`src/rtl/text_console_ctrl.sv`:
```
// Console front end for the 40x30 text video driver: turns a byte stream into
// cell writes, tracks the cursor, and scrolls/clears the text RAM in place.
//
// state   | meaning
// IDLE    | char_ready high, waiting for a byte
// CLR_RD  | reading the cell under the cursor
// CLR_WR  | writing it back with the cursor bit cleared
// EXEC    | decode byte: char write / cursor move / start scroll or clear
// SCR_RD  | reading cell i+COLS during scroll-up
// SCR_WR  | writing that data to cell i
// FILL    | blanking cells up to the last cell, one per cycle
// SET_RD  | reading the new cursor cell
// SET_WR  | writing it back with the cursor bit set
module text_console_ctrl #(
    parameter int COLS = 40,
    parameter int ROWS = 30
) (
    input  logic        sys_clk,
    input  logic        rst,
    input  logic        char_valid,
    input  logic [7:0]  char_data,
    input  logic [5:0]  attr,
    output logic        char_ready,
    output logic        we,
    output logic [10:0] mem_addr,
    output logic [15:0] mem_data,
    input  logic [15:0] ret_data,
    output logic [5:0]  cur_col,
    output logic [4:0]  cur_row
);

    localparam logic [3:0] ST_IDLE   = 4'd0;
    localparam logic [3:0] ST_CLR_RD = 4'd1;
    localparam logic [3:0] ST_CLR_WR = 4'd2;
    localparam logic [3:0] ST_EXEC   = 4'd3;
    localparam logic [3:0] ST_SCR_RD = 4'd4;
    localparam logic [3:0] ST_SCR_WR = 4'd5;
    localparam logic [3:0] ST_FILL   = 4'd6;
    localparam logic [3:0] ST_SET_RD = 4'd7;
    localparam logic [3:0] ST_SET_WR = 4'd8;

    localparam logic [10:0] COLS_A        = 11'(COLS);
    localparam logic [10:0] LAST_CELL     = 11'(COLS * ROWS - 1);
    localparam logic [10:0] SCR_LAST      = 11'(COLS * (ROWS - 1) - 1);
    localparam logic [10:0] LAST_ROW_BASE = 11'(COLS * (ROWS - 1));
    localparam logic [5:0]  COL_MAX       = 6'(COLS - 1);
    localparam logic [4:0]  ROW_MAX       = 5'(ROWS - 1);

    logic [3:0]  state;
    logic [7:0]  char_l;
    logic [5:0]  attr_l;

    logic        is_print;
    logic        is_ff;
    logic        row_inc;
    logic        need_scroll;
    logic [5:0]  nxt_col;
    logic [4:0]  nxt_row;
    logic [10:0] cur_addr;
    logic [10:0] nxt_addr;
    logic [15:0] fill_word;

    function automatic logic [10:0] cell_addr(input logic [4:0] r, input logic [5:0] c);
        return 11'(r) * COLS_A + 11'(c);
    endfunction

    always_comb begin
        is_print    = (char_l >= 8'h20) && (char_l <= 8'h7E);
        is_ff       = (char_l == 8'h0C);
        row_inc     = 1'b0;
        need_scroll = 1'b0;
        nxt_col     = cur_col;
        nxt_row     = cur_row;
        if (is_print) begin
            if (cur_col == COL_MAX) begin
                nxt_col = 6'd0;
                row_inc = 1'b1;
            end else begin
                nxt_col = cur_col + 6'd1;
            end
        end else begin
            case (char_l)
                8'h0D: nxt_col = 6'd0;
                8'h0A: begin
                    nxt_col = 6'd0;
                    row_inc = 1'b1;
                end
                8'h08: if (cur_col != 6'd0) nxt_col = cur_col - 6'd1;
                8'h0C: begin
                    nxt_col = 6'd0;
                    nxt_row = 5'd0;
                end
                default: ;
            endcase
        end
        // On the bottom row the cursor stays put and the screen moves instead
        if (row_inc) begin
            if (cur_row == ROW_MAX) need_scroll = 1'b1;
            else                    nxt_row     = cur_row + 5'd1;
        end
        cur_addr  = cell_addr(cur_row, cur_col);
        nxt_addr  = cell_addr(nxt_row, nxt_col);
        fill_word = {2'b00, attr_l, 8'h00};
    end

    // Outputs are registered alongside the state they belong to, so every
    // transition below also loads the bus values for the state being entered.
    always_ff @(posedge sys_clk) begin
        if (rst) begin
            state      <= ST_FILL;
            we         <= 1'b0;
            mem_addr   <= 11'd0;
            mem_data   <= 16'h0000;
            char_ready <= 1'b0;
            cur_col    <= 6'd0;
            cur_row    <= 5'd0;
            char_l     <= 8'h00;
            attr_l     <= 6'd0;
        end else begin
            case (state)
                ST_IDLE: begin
                    if (char_valid) begin
                        char_l     <= char_data;
                        attr_l     <= attr;
                        char_ready <= 1'b0;
                        we         <= 1'b0;
                        mem_addr   <= cur_addr;
                        state      <= ST_CLR_RD;
                    end
                end
                ST_CLR_RD: begin
                    we       <= 1'b1;
                    mem_data <= {2'b00, ret_data[13:0]};
                    state    <= ST_CLR_WR;
                end
                ST_CLR_WR: begin
                    we       <= is_print;
                    mem_data <= {2'b00, attr_l, char_l};
                    state    <= ST_EXEC;
                end
                ST_EXEC: begin
                    cur_col <= nxt_col;
                    cur_row <= nxt_row;
                    if (is_ff) begin
                        we       <= 1'b1;
                        mem_addr <= 11'd0;
                        mem_data <= fill_word;
                        state    <= ST_FILL;
                    end else if (need_scroll) begin
                        we       <= 1'b0;
                        mem_addr <= COLS_A;
                        state    <= ST_SCR_RD;
                    end else begin
                        we       <= 1'b0;
                        mem_addr <= nxt_addr;
                        state    <= ST_SET_RD;
                    end
                end
                ST_SCR_RD: begin
                    we       <= 1'b1;
                    mem_addr <= mem_addr - COLS_A;
                    mem_data <= ret_data;
                    state    <= ST_SCR_WR;
                end
                ST_SCR_WR: begin
                    if (mem_addr == SCR_LAST) begin
                        we       <= 1'b1;
                        mem_addr <= LAST_ROW_BASE;
                        mem_data <= fill_word;
                        state    <= ST_FILL;
                    end else begin
                        we       <= 1'b0;
                        mem_addr <= mem_addr + COLS_A + 11'd1;
                        state    <= ST_SCR_RD;
                    end
                end
                ST_FILL: begin
                    // Coming out of reset we is still low, so the first write lands on 0
                    if (we && (mem_addr == LAST_CELL)) begin
                        we       <= 1'b0;
                        mem_addr <= cur_addr;
                        state    <= ST_SET_RD;
                    end else begin
                        we       <= 1'b1;
                        mem_addr <= mem_addr + {10'd0, we};
                        mem_data <= fill_word;
                    end
                end
                ST_SET_RD: begin
                    we       <= 1'b1;
                    mem_data <= {2'b01, ret_data[13:0]};
                    state    <= ST_SET_WR;
                end
                ST_SET_WR: begin
                    we         <= 1'b0;
                    char_ready <= 1'b1;
                    state      <= ST_IDLE;
                end
                default: begin
                    we       <= 1'b0;
                    mem_addr <= 11'd0;
                    state    <= ST_FILL;
                end
            endcase
        end
    end

endmodule
```
`config.mk`:
```
export PLATFORM = sky130hd
export DESIGN_NAME = text_console_ctrl
export DESIGN_NICKNAME = d
export VERILOG_FILES = /design/src/rtl/text_console_ctrl.sv
export SDC_FILE = /design/constraint.sdc
export NUM_CORES = 1
export LEC_CHECK = 0
export BUFFER_PORTS_ARGS = -buffer_cell sky130_fd_sc_hd__buf_4
export CORE_MARGIN = 5
export CORE_UTILIZATION = 60
export DETAILED_ROUTE_END_ITERATION = 12
export HOLD_SLACK_MARGIN = 0.12
export MAX_ROUTING_LAYER = met4
export PLACE_DENSITY = 0.87
export SYNTH_ARGS = -nofsm -noshare
export SYNTH_HDL_FRONTEND = slang
export SYNTH_SLANG_ARGS = --single-unit
export TNS_END_PERCENT = 1
```
`constraint.sdc`:
```
create_clock -name sys_clk -period 6.8 [get_ports sys_clk]
set_input_delay 0.68 -clock sys_clk [delete_from_list [all_inputs] [get_ports sys_clk]]
set_output_delay 0.68 -clock sys_clk [all_outputs]
set_load 0.01 [all_outputs]
```
# After elaboration in Yosys (flattened, before gate mapping)

Index checks and enable logic that the tools add are counted.

Multipliers: 2
Bitwise logic cells: 1
Shifts and indexed selects: 0
Add/sub/neg operators: 9
$lt $le $gt $ge: 2
Mux-type cells: 35
Reductions and logical operators: 14
Divide/modulo/power cells: 0
Equality and inequality tests: 21

Operators with widths:

| kind                    | count |
|---|---|
| $pmux W16 S7            | 1 |
| $pmux W11 S6            | 1 |
| $mux W11                | 5 |
| $mux W16                | 3 |
| $pmux W4 S9             | 1 |
| $eq A8 B4 Y1 const B    | 4 |
| $add A11 B6 Y11         | 2 |
| $eq A11 B11 Y1 const B  | 2 |
| $mux W5                 | 4 |
| $mux W6                 | 3 |
| $eq A4 B3 Y1 const B    | 4 |
| $mul A5 B3 Y8 const B   | 2 |
| $pmux W6 S2             | 1 |
| $add A11 B1 Y11         | 1 |
| $add A11 B1 Y11 const B | 1 |
| $add A11 B6 Y11 const B | 1 |
| $sub A11 B6 Y11 const B | 1 |
| $ne A2 B2 Y1 const B    | 5 |
| $mux W1                 | 9 |
| $eq A4 B2 Y1 const B    | 2 |
| $ge A8 B6 Y1 const B    | 1 |
| $le A8 B7 Y1 const B    | 1 |
| $mux W4                 | 2 |
| $reduce_and A2 Y1       | 4 |
| other kinds (19)        | 23 |

Memory bits (writable): 0
Memories: 0
Flip-flop bits (word level): 58
Input bits: 33
Latch bits: 0
Output and inout bits: 40
ROM bits: 0

# Depth between registers and ports, before layout

Gate-level depths: netlist (run 1).

Word-level depth: 10
Depth in mapped cells: 18
Mapped depth without buffers: 17

# Worst setup path after synthesis (run 1)

Ideal clock, no wire load.

Path type: register to register
Start point: register char_l[4]
End point: register mem_addr[8]
Required time: 6.668 ns
Setup time: 0.132 ns
Path slack: 2.593 ns
Buffers on the path: 1
Arrival: 4.074 ns
Period minus slack after synthesis: 4.207 ns
Stages on the path, launching flop included: 18
Cell sequence: dfxtp_1 or4b_4 nor2_2 a32oi_2 clkbuf_1 nor2b_1 nor2_1 a211oi_1 ha_1 ha_1 fa_1 nand2_1 nor2_1 nand2_1 nor3b_1 a221oi_1 a21o_1 a21oi_1

Word-level cells in the longest chain between the ends: 10
Elaborated cells on any way between the ends: 22

Ends and longest elaborated chain:

| what                                                  | RTL line | RTL |
|---|---|---|
| start, declared                                       | 50       | `logic [7:0] char_l;` |
| start signal, assigned                                | 123      | `char_l <= char_data;` |
| $ge A8 B6 Y1, or another cell as far along            | 68       | `is_print = (char_l >= 8'h20) && (char_l <= 8'h7E);` |
| $logic_and A1 B1 Y1 / $mux W5 (equally long branches) | 68, 82   |  |
| $mux W5                                               | 74       | `if (is_print) begin` |
| $mux W5                                               | 98       | `if (cur_row == ROW_MAX) need_scroll = 1'b1;` |
| $mux W5 *                                             | 97       | `if (row_inc) begin` |
| net nxt_row[1]                                        | 58       | `logic [4:0] nxt_row;` |
| $mul A5 B3 Y8 *                                       | 64       | `return 11'(r) * COLS_A + 11'(c);` |
| $add A11 B6 Y11 *                                     | 64       |  |
| $mux W11 *                                            | 149      | `end else if (need_scroll) begin` |
| $mux W11 *                                            | 144      | `if (is_ff) begin` |
| $pmux W11 S6 *                                        | 120      | `case (state)` |
| end signal, assigned                                  | 127      | `mem_addr <= cur_addr;` |
| end signal, assigned                                  | 155      | `mem_addr <= nxt_addr;` |
| end signal, assigned                                  | 161      | `mem_addr <= mem_addr - COLS_A;` |
| end, declared                                         | 25       | `output logic [10:0] mem_addr,` |

Mark *: on every way through the listed nets, which the timed path passes. The rest lies on a longest branch.
A chain may end at the register's enable or synchronous reset.

# Final worst setup path (run 1)

Start point: register char_l[0]
End point: register mem_addr[8]

The elaborated chain is that of the path after synthesis.

==> impl_metrics.ini, run 1 <==
[critical_path]
cp_max_fo = 16
cp_slowest_stage_delay_ps = 850
endpoint_kind = register
cp_num_buf_inv = 0
cpLargestDelayFamily = compound AO/OA/AOI/OAI gates
slowest_stage = a32oi_2
start_kind = register
critPathArrivalTime_ps = 5350
critical_path_required_ps = 7000
critical_path_class = register to register
crit_chain = and4_1 -> a41oi_1 -> a32oi_2 -> nor2b_1 -> a211oi_1 -> ha_1 -> ha_1 -> fa_1 -> nand2_1 -> nor2_1 -> nand2_1 -> nor3b_1 -> a221oi_1 -> a21o_1 -> a21oi_1

[clock_tree]
cts.sinks = 58
clk_pin_slew_ps = 70
root_buffer = clkbuf_8
cts_buffers = 9
cts.htree.levels = 3
hold_buffers = 0
clockBufferDepth = 2
insertion_delay_ps = 350
cts-resized-gates = 0
cts_tree = built
cts_setup_buffers = 0

[global_routing]
grt_pass1_vias = 4356
grt_overflow = 0
grt_max_degree = 60
antenna_found_initial = 0
track_usage_pct = 28.1
grt_pass1_wl_microns = 21900

[synth]
ys_seq_area_share_pct = 25.6
yosys.cell_types.count = 67
synthArstFlopShare_pct = 0
synth_top_cells_by_area = dfxtp_1 26%, ha_1 8.0%, a21oi_1 6.3%
netlist_area_sq_um = 4530
synthFlopType = dfxtp_1
synth_top_area_share_pct = 25.6
synth-edff-count = 0
syn_nets = 663
yosysTopAreaCell = dfxtp_1
synth_seq_cells = 58
yosys_warnings = 0
synth_cells = 597
synth_area_per_cell_sq_um = 7.58

[floorplanning]
pin_count = 73
fp.dieW_microns = 96.9
design.die.area_sq_um = 9380
fp-row-count = 31
core_sq_um = 7290
die_height_microns = 96.9
initial_core_util_pct = 62.1

[drt]
drtAntennaViolNets = 0
first_iter_violations = 553
drtPass1Iterations = 7
drt_drc_violations_left = 0
post_drt_wl_per_cell_microns = 17.5
drt_wl_total_microns = 13000
vias = 4783
drt-vias-per-instance = 6.43

[finish]
final_cell_mix = 76 x nand2_1, 73 x buf_4, 65 x nor2_1, 58 x dfxtp_1, 57 x a21oi_1
multi_input_area_sq_um = 3160
final_common_cell = nand2_1
nNetsFinal = 706
ff_latch_area_sq_um = 1160
fillers = 588
insertedDiodeCount = 0
area_delta_synth_final_pct = 16.3
layout-drive-gt1-share_pct = 16.3

[power_and_ir_drop]
power_frac_comb_pct = 33.4
intPower_w = 0.000767
switching_power_w = 0.000428
p_leak_nw = 2.16
pwr-share-seq_pct = 36.4
ir_worst_vdd_uv = 120
power_density_nw_per_um2 = 227
clockPowerShare_pct = 30.2
switching_share_pct = 35.8

[run_status]
outcome = complete, no violations

[placed_design]
gp_congestion = 0.963
io_buffers = 72
dp_hpwl_microns = 9570
preCtsSetupSlack_ps = 1750

[run]
max_cap_violations = 0

[min_path]
hp-class = register to register

[sta]
hold_viol_final = 0
finalClockSkew_ps = 7.67
worst_slack_ps = 1650
max_freq_ghz = 0.194
tightest_slew_ps = 1170
fin_tns_setup_ps = 0
setup_viol = 0
rsz0062_at_grt = false
relSlewSlack_pct = 21.1
finalMaxSlewViolations = 0
post-route-min-period_ps = 5150
post-route-period-util_pct = 75.8
==> stage by stage <==
step	total power (W)	util [%]	hold slack (ps)	cell area, sq um	instances
2_1_floorplan	0.000702	-	436	4530	597
3_3_place_gp	0.000826	69.2	447	5050	728
3_5_place_dp	0.000833	69.2	451	5050	728
4_1_cts	0.00119	72.2	463	5270	744
5_1_grt	0.00126	72.2	484	5270	744
6_report	0.00120	72.2	462	5270	744
==> final cells by class <==
cell class	instances	share of cell area, %
Tap cell	99	2.35
Clock buffer	11	2.68
Multi-Input combinational cell	484	60.0
Clock inverter	5	1.47
Timing Repair Buffer	73	10.4
Sequential cell	58	22.0
Inverter	14	0.998
==> cell families (layout without fill, tap and decap cells) <==
| group | after synthesis | after routing | synth area share, % |
|---|---|---|---|
| DFF | 58 | 58 | 25.6 |
| buffers and inverters | 55 | 103 | 4.64 |
| AOI/OAI and AO/OA | 182 | 182 | 27.5 |
| and+or+nand+nor | 236 | 236 | 25.6 |
| xor gates and xnor gates | 23 | 23 | 4.61 |
| adders and majority gates | 33 | 33 | 9.78 |
| muxes | 10 | 10 | 2.21 |
==> flip-flops by register name, summed over array words and instances, names as in the netlist <==
name,flops
mem_data,16
mem_addr,11
char_l,8
attr_l,6
cur_col,6
cur_row,5
state,4
char_ready,1
we,1
==> per-layer routing <==
metal	GRT usage [%]	vias up	part of all wire [%]
li1	-	2284	-
met1	38.7	2225	44
met2	43.0	251	46
met3	4.60	23	8.9
met4	6.91	0	1.5
met5	-	-	0
==> cell usage after synthesis, types with 3 or more instances <==
cell / n
nand4_1: 5
o22ai_1: 6
xor2_1: 10
ha_1: 29
a21oi_1: 57
a31oi_1: 5
buf_2: 3
clkbuf_1: 37
mux2i_1: 10
nand2_1: 76
fa_1: 4
nor3b_1: 4
nor4_1: 5
or3_1: 4
o211ai_1: 3
o221ai_1: 4
or4_1: 3
and3_1: 8
a22oi_1: 13
nor2_1: 65
a221oi_1: 7
o21ai_0: 22
a211o_1: 4
a21o_1: 8
a221o_1: 4
nand2b_1: 16
inv_1: 14
o21a_1: 4
nand3_1: 14
or2_2: 3
a41oi_1: 3
nor3_1: 15
xnor2_1: 12
dfxtp_1: 58
nor2b_1: 5
a211oi_1: 18
o2111ai_1: 3
==> power by group through the flow <==
| stage | Sequential [W] | Clock [W] | Combinational, W |
|---|---|---|---|
| final | 0.000434 | 0.000361 | 0.000399 |
| after global routing | 0.000440 | 0.000382 | 0.000441 |
| after CTS | 0.000433 | 0.000363 | 0.000396 |
| after detailed placement | 0.000440 | 0 | 0.000393 |
| after global placement | 0.000438 | 0 | 0.000388 |
| after floorplan | 0.000426 | 0 | 0.000276 |
==> worst reg2reg max path: stages (launching register included) <==
cell	delay (ps)
dfxtp_1	490
and4_1	250
a41oi_1	430
a32oi_2	850
nor2b_1	170
a211oi_1	640
ha_1	350
ha_1	270
fa_1	560
nand2_1	70
nor2_1	160
nand2_1	130
nor3b_1	170
a221oi_1	250
a21o_1	160
a21oi_1	60
==> final timing paths <==
path	from	endpoint	slack [ps]	cells past startpoint
max	char_l[0]	mem_addr[8]	1650	15
min	attr_l[1]	attr_l[1]	460	2
max reg2reg	char_l[0]	mem_addr[8]	1650	15
min reg2reg	attr_l[1]	attr_l[1]	460	2
No activity file was read; power rests on OpenSTA's default activity.
==> inputs of run 2 (changes only) <==
--- a/config.mk
+++ b/config.mk
@@ -7,11 +7,11 @@
 export LEC_CHECK = 0
 export BUFFER_PORTS_ARGS = -buffer_cell sky130_fd_sc_hd__buf_4
 export CORE_MARGIN = 5
-export CORE_UTILIZATION = 60
+export CORE_UTILIZATION = 58
 export DETAILED_ROUTE_END_ITERATION = 12
 export HOLD_SLACK_MARGIN = 0.12
 export MAX_ROUTING_LAYER = met4
-export PLACE_DENSITY = 0.87
+export PLACE_DENSITY = 0.85
 export SYNTH_ARGS = -nofsm -noshare
 export SYNTH_HDL_FRONTEND = slang
 export SYNTH_SLANG_ARGS = --single-unit
==> constraint.sdc (replaced) <==
create_clock -name sys_clk -period 5.4 [get_ports sys_clk]
set_input_delay 0.54 -clock sys_clk [delete_from_list [all_inputs] [get_ports sys_clk]]
set_output_delay 0.54 -clock sys_clk [all_outputs]
set_load 0.01 [all_outputs]
==> run 2 against run 1 <==
  * Die area grew 3.1%
  * Largest cell class unchanged
  * Power increased by 21%
  * Via count fell by 0.71%
  * Clock power up 4%
  * Utilization fell by 3.4 points
  * Critical endpoint unchanged
  * Final cell count up 0.94%
  * Critical path depth is 2 higher
  * Clock skew rose by 7.3 ps
  * Combinational power is 31% higher
  * Count of clock-buffer cells in the layout is 1 lower
  * Final area down 0.12%
  * Flip-flop and latch count stayed put
==> impl_metrics.ini, run 2 (same netlist as run 1, synthesis figures left out) <==
[critical_path]
crit_end = mem_addr[8]
rrSetupSlack_ps = 410
endpoint_kind = register
critical_path_required_ps = 5610
start_kind = register
crit-reg2reg-launch = char_l[1]
critical_path_class = register to register
reg2reg_to = mem_addr[8]
critPathArrivalTime_ps = 5200
r2r_cells = 17
crit_start = char_l[1]
cp_max_fo = 16

[floorplanning]
fp.dieW_microns = 98.4
design.die.area_sq_um = 9670
core_sq_um = 7650
fp-row-count = 32
die_height_microns = 98.4
initial_core_util_pct = 59.2
pin_count = 73

[clock_tree]
root_buffer = clkbuf_8
hold_buffers = 0
cts_setup_buffers = 0
insertion_delay_ps = 360
clockBufferDepth = 2
cts_buffers = 9
cts-resized-gates = 0
cts.sinks = 58
cts.htree.levels = 3
cts_tree = built
clk_pin_slew_ps = 80

[global_routing]
grt_overflow = 0
antenna_found_initial = 0
grt_max_degree = 60
grt_pass1_vias = 4450
grt_pass1_wl_microns = 21900
track_usage_pct = 28.1

[finish]
nNetsFinal = 710
largest_reg_flops = 16
area_delta_synth_final_pct = 16.2
final_cell_mix = 77 x buf_4, 76 x nand2_1, 65 x nor2_1, 58 x dfxtp_1, 57 x a21oi_1
finalNonFillerCells = 751
top_register = mem_data
fillers = 645
layout-drive-gt1-share_pct = 16.9
final_common_cell = buf_4
insertedDiodeCount = 0
largestRegisters = mem_data x16, mem_addr x11, char_l x8

[power_and_ir_drop]
ir_worst_vdd_uv = 186
p_leak_nw = 2.16
power_density_nw_per_um2 = 275

[sta]
max_freq_ghz = 0.200
setup_viol = 0
relSlewSlack_pct = 18.8
finalMaxSlewViolations = 0
whs_ps = 424
hold_viol_final = 0
post-route-period-util_pct = 92.4
worst_slack_ps = 409
rsz0062_at_grt = false
finalClockSkew_ps = 15.0
tightest_slew_ps = 1210
post-route-min-period_ps = 4990
fin_tns_setup_ps = 0

[drt]
first_iter_violations = 385
drt_wl_total_microns = 13400
drt_drc_violations_left = 0
vias = 4749
drt-vias-per-instance = 6.32
drtAntennaViolNets = 0
post_drt_wl_per_cell_microns = 17.8
drtPass1Iterations = 5

[run_status]
outcome = complete, no violations

[placed_design]
dp_hpwl_microns = 9820
numPlacedInstances = 735
gp_congestion = 0.974
preCtsSetupSlack_ps = 541
io_buffers = 72

[run]
max_cap_violations = 0

[min_path]
hp-class = primary input to register
worstHoldPathCells = 3
run 2: cell count changes in the layout (fill, tap and decap cells not counted), sizes merged:
cell,change
buf,+4
clkinvlp,+2
inv,+1
bufinv,-2
clkbuf,-1
run 2: metal layers:
layer | up-vias | track usage, % | part of all wire (%)
met1 | 2216 | 36.5 | 42
li1 | 2299 | - | -
met5 | - | - | 0
met4 | 0 | 10.1 | 2.2
met3 | 34 | 4.79 | 7.1
met2 | 200 | 44.0 | 48
run 2: worst min path at each step:
stage                            start        end  slack [ps]
after floorplan              attr_l[0]  attr_l[0]         440
after global placement       attr_l[0]  attr_l[0]         440
after detailed placement     attr_l[0]  attr_l[0]         450
after CTS                      attr[0]  attr_l[0]         420
after global routing      char_data[4]  char_l[4]         430
final                          attr[0]  attr_l[0]         420
run 2: critical path, cell delays in order (launching register included):
cell	delay (ps)
dfxtp_1	390
and4_1	230
a41oi_1	830
a32oi_2	60
buf_4	270
nor2b_1	230
nor2_1	70
a211oi_1	640
ha_1	360
ha_1	270
fa_1	560
nand2_1	70
nor2_1	160
nand2_1	120
nor3b_1	170
a221oi_1	220
a21o_1	150
a21oi_1	50
run 2: layout make-up:
cell class | instances | area, sq um | area share, %
well taps | 102 | 128 | 2.43
clock inverters | 6 | 41.3 | 0.785
inverters | 14 | 52.6 | 0.999
repair buffers | 77 | 578 | 11.0
flip-flops and latches | 58 | 1160 | 22.1
multi-input cells | 484 | 3160 | 60.1
clock buffers | 10 | 138 | 2.62
run 2: where the power goes:
part / switching (W) / leakage (nW) / internal, W
Combinational: 0.000297 / 1.60 / 0.000226
Clock: 0.000196 / 0.0847 / 0.000178
Sequential: 0.0000700 / 0.469 / 0.000477
run 2: stage by stage:
stage / power, W / area, sq um / utilization (%)
after CTS: 0.00144 / 5260 / 68.8
final: 0.00144 / 5260 / 68.8
after detailed placement: 0.00107 / 5080 / 66.5
after global routing: 0.00153 / 5260 / 68.8
after floorplan: 0.000884 / 4530 / -
after global placement: 0.00106 / 5080 / 66.5
